$ cat config.mk
export PLATFORM = sky130hd
export DESIGN_NAME = hazard3_tick_gen
export DESIGN_NICKNAME = d
export VERILOG_FILES = /design/src/rtl/hazard3_tick_gen.sv
export SDC_FILE = /design/constraint.sdc
export NUM_CORES = 1
export LEC_CHECK = 0
export ABC_AREA = 1
export BUFFER_PORTS_ARGS = -buffer_cell sky130_fd_sc_hd__buf_4
export CORE_MARGIN = 2
export CORE_UTILIZATION = 30
export CTS_BUF_LIST = sky130_fd_sc_hd__clkbuf_16
export CTS_CLUSTER_DIAMETER = 40
export DETAILED_ROUTE_END_ITERATION = 8
export GPL_TIMING_DRIVEN = 0
export SETUP_SLACK_MARGIN = 0.1
export SLEW_MARGIN = 20
export SYNTH_ARGS = -nofsm -noshare
export SYNTH_HDL_FRONTEND = slang
export SYNTH_SLANG_ARGS = --single-unit
$ cat constraint.sdc
create_clock -name clk -period 3.3 [get_ports clk]
set_input_delay 0.33 -clock clk [delete_from_list [all_inputs] [get_ports clk]]
set_output_delay 0.33 -clock clk [all_outputs]
set_load 0.005 [all_outputs]
$ cat src/rtl/hazard3_tick_gen.sv
// Machine-timer tick generator: a programmable prescaler or a synchronised external
// NRZ tick drives a registered single-cycle strobe. The block is configured over APB.
module hazard3_tick_gen #(
  parameter int unsigned      W_DIV       = 16,
  parameter logic [W_DIV-1:0] DIV_RESET   = 16'd12,
  parameter int unsigned      SYNC_STAGES = 2
) (
  input  logic        clk,
  input  logic        rst_n,
  input  logic [15:0] paddr,
  input  logic        psel,
  input  logic        penable,
  input  logic        pwrite,
  input  logic [31:0] pwdata,
  output logic [31:0] prdata,
  output logic        pready,
  output logic        pslverr,
  input  logic        dbg_halt,
  input  logic        ext_tick_nrz,
  output logic        tick
);

  localparam logic [15:0] ADDR_CTRL    = 16'h0000;
  localparam logic [15:0] ADDR_DIV     = 16'h0004;
  localparam logic [15:0] ADDR_COUNT   = 16'h0008;
  localparam logic [15:0] ADDR_TICKCNT = 16'h000c;

  logic                   ctrl_en;
  logic                   ctrl_src;
  logic                   ctrl_dbg_freeze;
  logic [W_DIV-1:0]       div;
  logic [W_DIV-1:0]       ctr;
  logic [SYNC_STAGES-1:0] sync;
  logic                   prev;
  logic [31:0]            tickcnt;

  logic                   bus_wr;
  logic                   wr_ctrl;
  logic                   wr_div;
  logic                   wr_tickcnt;
  logic                   reload;
  logic [W_DIV-1:0]       div_new;
  logic                   frozen;
  logic                   active_pre;
  logic                   active_ext;
  logic                   ext_edge;
  logic                   ctr_expired;
  logic                   tick_next;
  logic                   unused_pwdata;

  assign pready        = 1'b1;
  assign pslverr       = 1'b0;
  assign unused_pwdata = ^pwdata;

  assign bus_wr     = psel && penable && pwrite;
  assign wr_ctrl    = bus_wr && (paddr == ADDR_CTRL);
  assign wr_div     = bus_wr && (paddr == ADDR_DIV);
  assign wr_tickcnt = bus_wr && (paddr == ADDR_TICKCNT);

  // Reload uses the post-write divisor, so a DIV write takes effect on the same cycle.
  assign reload  = wr_ctrl || wr_div;
  assign div_new = wr_div ? pwdata[W_DIV-1:0] : div;

  assign frozen      = ctrl_dbg_freeze && dbg_halt;
  assign active_pre  = ctrl_en && !ctrl_src && !frozen;
  assign active_ext  = ctrl_en && ctrl_src && !frozen;
  assign ext_edge    = sync[SYNC_STAGES-1] ^ prev;
  assign ctr_expired = ctr <= W_DIV'(1);

  always_comb begin
    tick_next = 1'b0;
    if (!reload) begin
      if (active_pre)
        tick_next = ctr_expired;
      else if (active_ext)
        tick_next = ext_edge;
    end
  end

  always_comb begin
    prdata = '0;
    case (paddr)
      ADDR_CTRL:    prdata = {29'd0, ctrl_dbg_freeze, ctrl_src, ctrl_en};
      ADDR_DIV:     prdata = 32'(div);
      ADDR_COUNT:   prdata = 32'(ctr);
      ADDR_TICKCNT: prdata = tickcnt;
      default:      prdata = '0;
    endcase
  end

  always_ff @(posedge clk or negedge rst_n) begin
    if (!rst_n) begin
      ctrl_en         <= 1'b1;
      ctrl_src        <= 1'b0;
      ctrl_dbg_freeze <= 1'b1;
      div             <= DIV_RESET;
    end else begin
      if (wr_ctrl) begin
        ctrl_en         <= pwdata[0];
        ctrl_src        <= pwdata[1];
        ctrl_dbg_freeze <= pwdata[2];
      end
      if (wr_div)
        div <= pwdata[W_DIV-1:0];
    end
  end

  always_ff @(posedge clk or negedge rst_n) begin
    if (!rst_n) begin
      ctr <= DIV_RESET;
    end else if (reload) begin
      ctr <= div_new;
    end else if (active_pre) begin
      ctr <= ctr_expired ? div : ctr - W_DIV'(1);
    end
  end

  // prev tracks the synchroniser output unconditionally so enabling never sees a stale edge.
  always_ff @(posedge clk or negedge rst_n) begin
    if (!rst_n) begin
      sync <= '0;
      prev <= 1'b0;
    end else begin
      sync <= {sync[SYNC_STAGES-2:0], ext_tick_nrz};
      prev <= sync[SYNC_STAGES-1];
    end
  end

  always_ff @(posedge clk or negedge rst_n) begin
    if (!rst_n) begin
      tick    <= 1'b0;
      tickcnt <= '0;
    end else begin
      tick <= tick_next;
      if (wr_tickcnt)
        tickcnt <= '0;
      else if (tick)
        tickcnt <= tickcnt + 32'd1;
    end
  end

endmodule

# --- Yosys cells after proc, flatten, opt, wreduce, memory -nomap -nowiden ---
# Cells that the tools add are included.
totals:
  regBits: 71
  input_bits: 55
  mem_bits_ro: 0
  mem_count: 0
  word_cells: 42
  latch_bits: 0
  out_inout_bits: 35
  ramBits: 0
op_classes:
  n_eq_ne: 3
  shifts: 0
  bitwise_logic: 1
  muxes: 10
  reduce_logical: 16
  div: 0
  n_mul: 0
  magnitude_cmp: 1
  addsub: 2
ops:
  columns: ["operator", "n"]
  rows:
  - ["32-bit case mux with 4 select lines", 1]
  - ["16-bit 2-to-1 mux", 4]
  - ["32-bit 2-to-1 mux", 2]
  - ["32-bit by 1-bit adder with 32-bit output, second input constant", 1]
  - ["16-bit by 4-bit equality test with 1-bit output, second input constant", 2]
  - ["16-bit by 3-bit equality test with 1-bit output, second input constant", 1]
  - ["16-bit by 1-bit less-or-equal comparator with 1-bit output, second input constant", 1]
  - ["16-bit zero test", 1]
  - ["16-bit by 1-bit subtractor with 16-bit output, second input constant", 1]
  - ["1-bit logical AND", 10]
  - ["2-bit nonzero test", 2]
  - ["1-bit 2-to-1 mux", 3]
  - ["1-bit zero test", 2]
  - ["1-bit logical OR", 1]
  - ["1-bit XOR", 1]

# --- Longest topological paths before layout ---
depth:
  depth_word: 6
  mapped_depth: 11
  ltp_nobuf: 10

# --- Worst setup path after synthesis ---
# No wires, ideal clock.
synth_path:
  path_kind: "in2out"
  start: "input paddr[9]"
  end: "output prdata[0]"
  path_stages: 9
  arrival_time_ns: 1.331
  path_buffers: 2
  required_ns: 2.970
  setup_slack_ns: 1.639
  path_cell_list: "nor2_1 > nand2_1 > nor2_2 > buf_6 > nand3_1 > buf_6 > o22ai_1 > nor2_1 > nor2_1"
synth_via:
  elab_chain_len: 2
  word_cells_on_any_way: 5
  cone_classes: "eq/ne (3); mux (1); reduce/logical (1)"
synth_lines:
  columns: ["element", "line", "text"]
  rows:
  - ["from (decl)", "10", "input logic [15:0] paddr,"]
  - ["16-bit by 4-bit equality test with 1-bit output, or another cell as far along", "82", "case (paddr)"]
  - ["32-bit case mux with 4 select lines *", "82", null]
  - ["to (decl)", "15", "output logic [31:0] prdata,"]
# Mark *: on every way between the ends. The rest lies on a longest branch, timed or not.

# --- Final worst setup path ---
layout_path:
  start: "input paddr[9]"
  end: "output prdata[2]"
# Same word-level chain as after synthesis.

==> results summary <==
The overall power is 0.00208 W. The wire length of the first global-routing pass came out at about 25000 microns. The count of buffers added by post-CTS timing repair for setup is 0. The average routed wire per standard cell is ~15 microns. The predominant post-synthesis flop cell is dfrtp_1. In the synthesized netlist the async set-or-reset flop fraction comes to between 90% and 100%. The data arrival time of the critical path came out at slightly below 2000 ps. The critical-path maximum fanout is 10. Measured against its own limit, the worst slew margin works out to 36.1%. The clock period minus final worst setup slack is 2290 ps. Compared with the post-synthesis result, the final layout area differs by 22.8%. The number of warnings printed during yosys synthesis came out at 0. Setup repair after global routing left no endpoint under its margin. Yosys mapped the design onto 37 distinct sky130hd cell types. The global routing usage on met2 came out at between 30% and 40%. The total of flip-flops plus latches after synthesis is approximately 70. The largest net degree at the start of global routing is 72. The highest attainable clock frequency came out at roughly 440 MHz. The maximum vdd drop came out at 0.000235 V. The clock latency reported for the late side of the worst-skew pair came out at around 350 ps. The port buffer count came out at 71.

The routing usage on met3 came out at ~2.8%. TritonCTS built the clock tree. The total of fill cells in the finished design is 1800. The HPWL after detailed placement came out at 11500 microns. Counting every net in the synthesized netlist gives 804. The tree is rooted in a clkbuf_16. For this block, the initial DRC count from the detailed router was 340. The tightest hold margin is 88.6 ps. The starting density of the core is a little under a third. The post-synthesis cell type with the largest combined area is dfrtp_1. The worst setup path is captured at an output port.

The antenna cell count is 0. The overall fraction of global-route tracks in use came out at ~18%. The total die area is about 18000 sq um. The congestion estimate from routability-driven global placement came to about 0.89.

The post-synthesis instance total is between 700 and 800. The boundary pin count is 90. Buffers inserted during clock tree synthesis total 9.

Dividing the detail-routed via count by the number of cells gives roughly 4.8. The die span in y came out at roughly 130 microns. The via count of the first global-routing pass is 4870. The H-tree depth is 3. The power density relative to cell area came out at 337 nW/um^2. The start-to-end type of the worst setup path is input pin to output port.

The non-filler instance count after layout is 1053. The number of synthesized flops with an enable pin came out at 0. The post-cts resize count is 0. Clock tree synthesis found a total of approximately 70 sinks.

The count of nets left with antenna violations once routing finished came out at 0. The worst hold path belongs to the class input pin to register. The final global-route overflow total is 0.

The worst setup path is launched from an input pin. The placeable core region came out at 16500 sq um. Sorting the synthesized cells by area gives the leading types as dfrtp_1, nand2_1, inv_1. The floorplan row count came out at between 40 and 50.

The total leakage power came out at just over 3 nW. The final count of hold timing violations was 0. The final-report setup violation count is 0.

The number of detailed-route iterations in the first pass came out at 5. At the pin with the least slew margin, the transition time is about 960 ps. In this run the horizontal extent of the chip is 133 microns. The fraction of synthesized cell area taken by the top area cell type came out at ~32%. In this run the most used layer during global routing was met2. Counting along the longest clock path gives a buffer depth of 2.

The run finished with clean final reports. Global routing consumed, on the met1 layer, between 20% and 30% of the routing resources. The vias after detailed routing is around 5100. The remaining routing DRC violations is 0. The number of placed instances with taps included came out at 1037. After synthesis, the most frequently instantiated cells are nand2_1, inv_1, nor2_1, nand3_1, dfrtp_1. The cell with the most instances after synthesis is nand2_1. The total negative slack is 0 ps. The final layout contains routed wiring with a total length of 15300 microns. Data on the critical path is required at its endpoint by 2970 ps. In the final design database the tool counted 886 nets. The part of the cycle the worst path needs is a little over two thirds. The clock-pin transition on the worst setup and hold timing paths is 60 ps. The initial antenna violation count came to 0.

The average cell area after synthesis came out at roughly 6.7 sq um. The synthesized netlist occupies a cell area of 5020 sq um. The number of max-cap violations is 0. The final max-slew violation count was 0.

Clock skew on the completed layout was measured at 9.00 ps. The fraction of final layout cells with drive strength greater than 1 came out at approximately 18%. The post-cts hold buffer count is 0. Of the synthesized area, sequential elements account for 35.6%.
==> power breakdown <==
| part | switching [W] | internal [W] | total (W) |
|---|---|---|---|
| Clock | 0.000395 | 0.000733 | 0.00113 |
| Sequential | 0.000000849 | 0.000873 | 0.000874 |
| Combinational | 0.0000403 | 0.0000350 | 0.0000753 |
==> worst paths after layout <==
kind	from	to	slack, ps	cells past startpoint
min in group asynchronous	rst_n	tickcnt[26]	130	1
worst max register to register	tickcnt[0]	tickcnt[24]	1250	8
worst min register to register	sync[0]	sync[1]	350	0
worst max-delay path	paddr[9]	prdata[2]	1010	10
max in group asynchronous	rst_n	ctr[4]	2550	1
worst min-delay path	ext_tick_nrz	sync[0]	90	1
==> worst max-delay path: stages <==
cell,delay [ps]
buf_4,110
nor2_1,90
nand2_1,80
nor2_2,160
buf_6,170
nand3_2,260
inv_1,340
nand2_1,80
o2111ai_1,160
buf_4,170
==> cell families (layout without fill, tap and decap cells) <==
logic type | Yosys count | count (layout) | synth area share [%]
flip-flops | 71 | 71 | 35.6
AO/OA/AOI/OAI | 64 | 64 | 8.83
AND/OR/NAND/NOR | 472 | 472 | 42.1
XOR/XNOR | 8 | 8 | 1.40
other | 2 | 2 | 0.150
adder cells (fa/ha/maj) | 3 | 3 | 0.748
buffers and inverters | 126 | 213 | 11.2
==> routing by layer <==
layer,vias up,share of wire (%)
met5,-,0
met4,0,1.6
met3,15,5.3
met2,147,47
met1,2343,46
li1,2555,-
==> placed cells by master, fill, tap and decap left out, types with 2 or more instances in the layout <==
master	count
o21ai_0	21
a21oi_1	8
nor4_1	2
xor2_1	6
inv_2	3
buf_4	74
nor2_1	100
buf_2	4
o211ai_1	2
nand3_1	70
nand2_2	3
nand4_1	22
clkbuf_16	9
nor3_2	2
ha_1	3
clkbuf_1	3
o2111ai_1	2
clkinvlp_4	2
nand2_1	232
nor2_2	6
conb_1	2
dfrtp_1	65
nor3_1	19
buf_6	10
bufinv_16	3
nand3_4	2
nand3_2	4
o21ai_2	15
xnor2_1	2
inv_1	104
dfstp_2	6
nor2_4	4
or2_2	2
o31ai_1	3
o221ai_1	12
==> sequential cells by signal, summed over array words and instances, names as in the netlist <==
register / count
prev: 1
ctrl_dbg_freeze: 1
tick: 1
ctrl_src: 1
tickcnt: 32
ctr: 16
sync: 2
ctrl_en: 1
div: 16
==> through the flow <==
step	area [sq um]	util, %	worst slack (ps)
floorplan	5020	-	1640
global placement	5830	35.4	1040
detailed placement	5830	35.4	1040
CTS	6160	37.4	1040
global route	6160	37.4	840
finish	6160	37.4	1010
==> cell type report <==
type / count / area (sq um) / area share [%]
sequential: 71 / 1780 / 28.9
inverter: 106 / 398 / 6.45
timing repair buffer: 71 / 533 / 8.65
multi-input combinational: 549 / 2670 / 43.3
tap: 220 / 275 / 4.47
clock inverter: 7 / 113 / 1.83
buffer: 20 / 166 / 2.70
clock buffer: 9 / 225 / 3.65
Note: power is estimated with default switching activity, not from simulation.
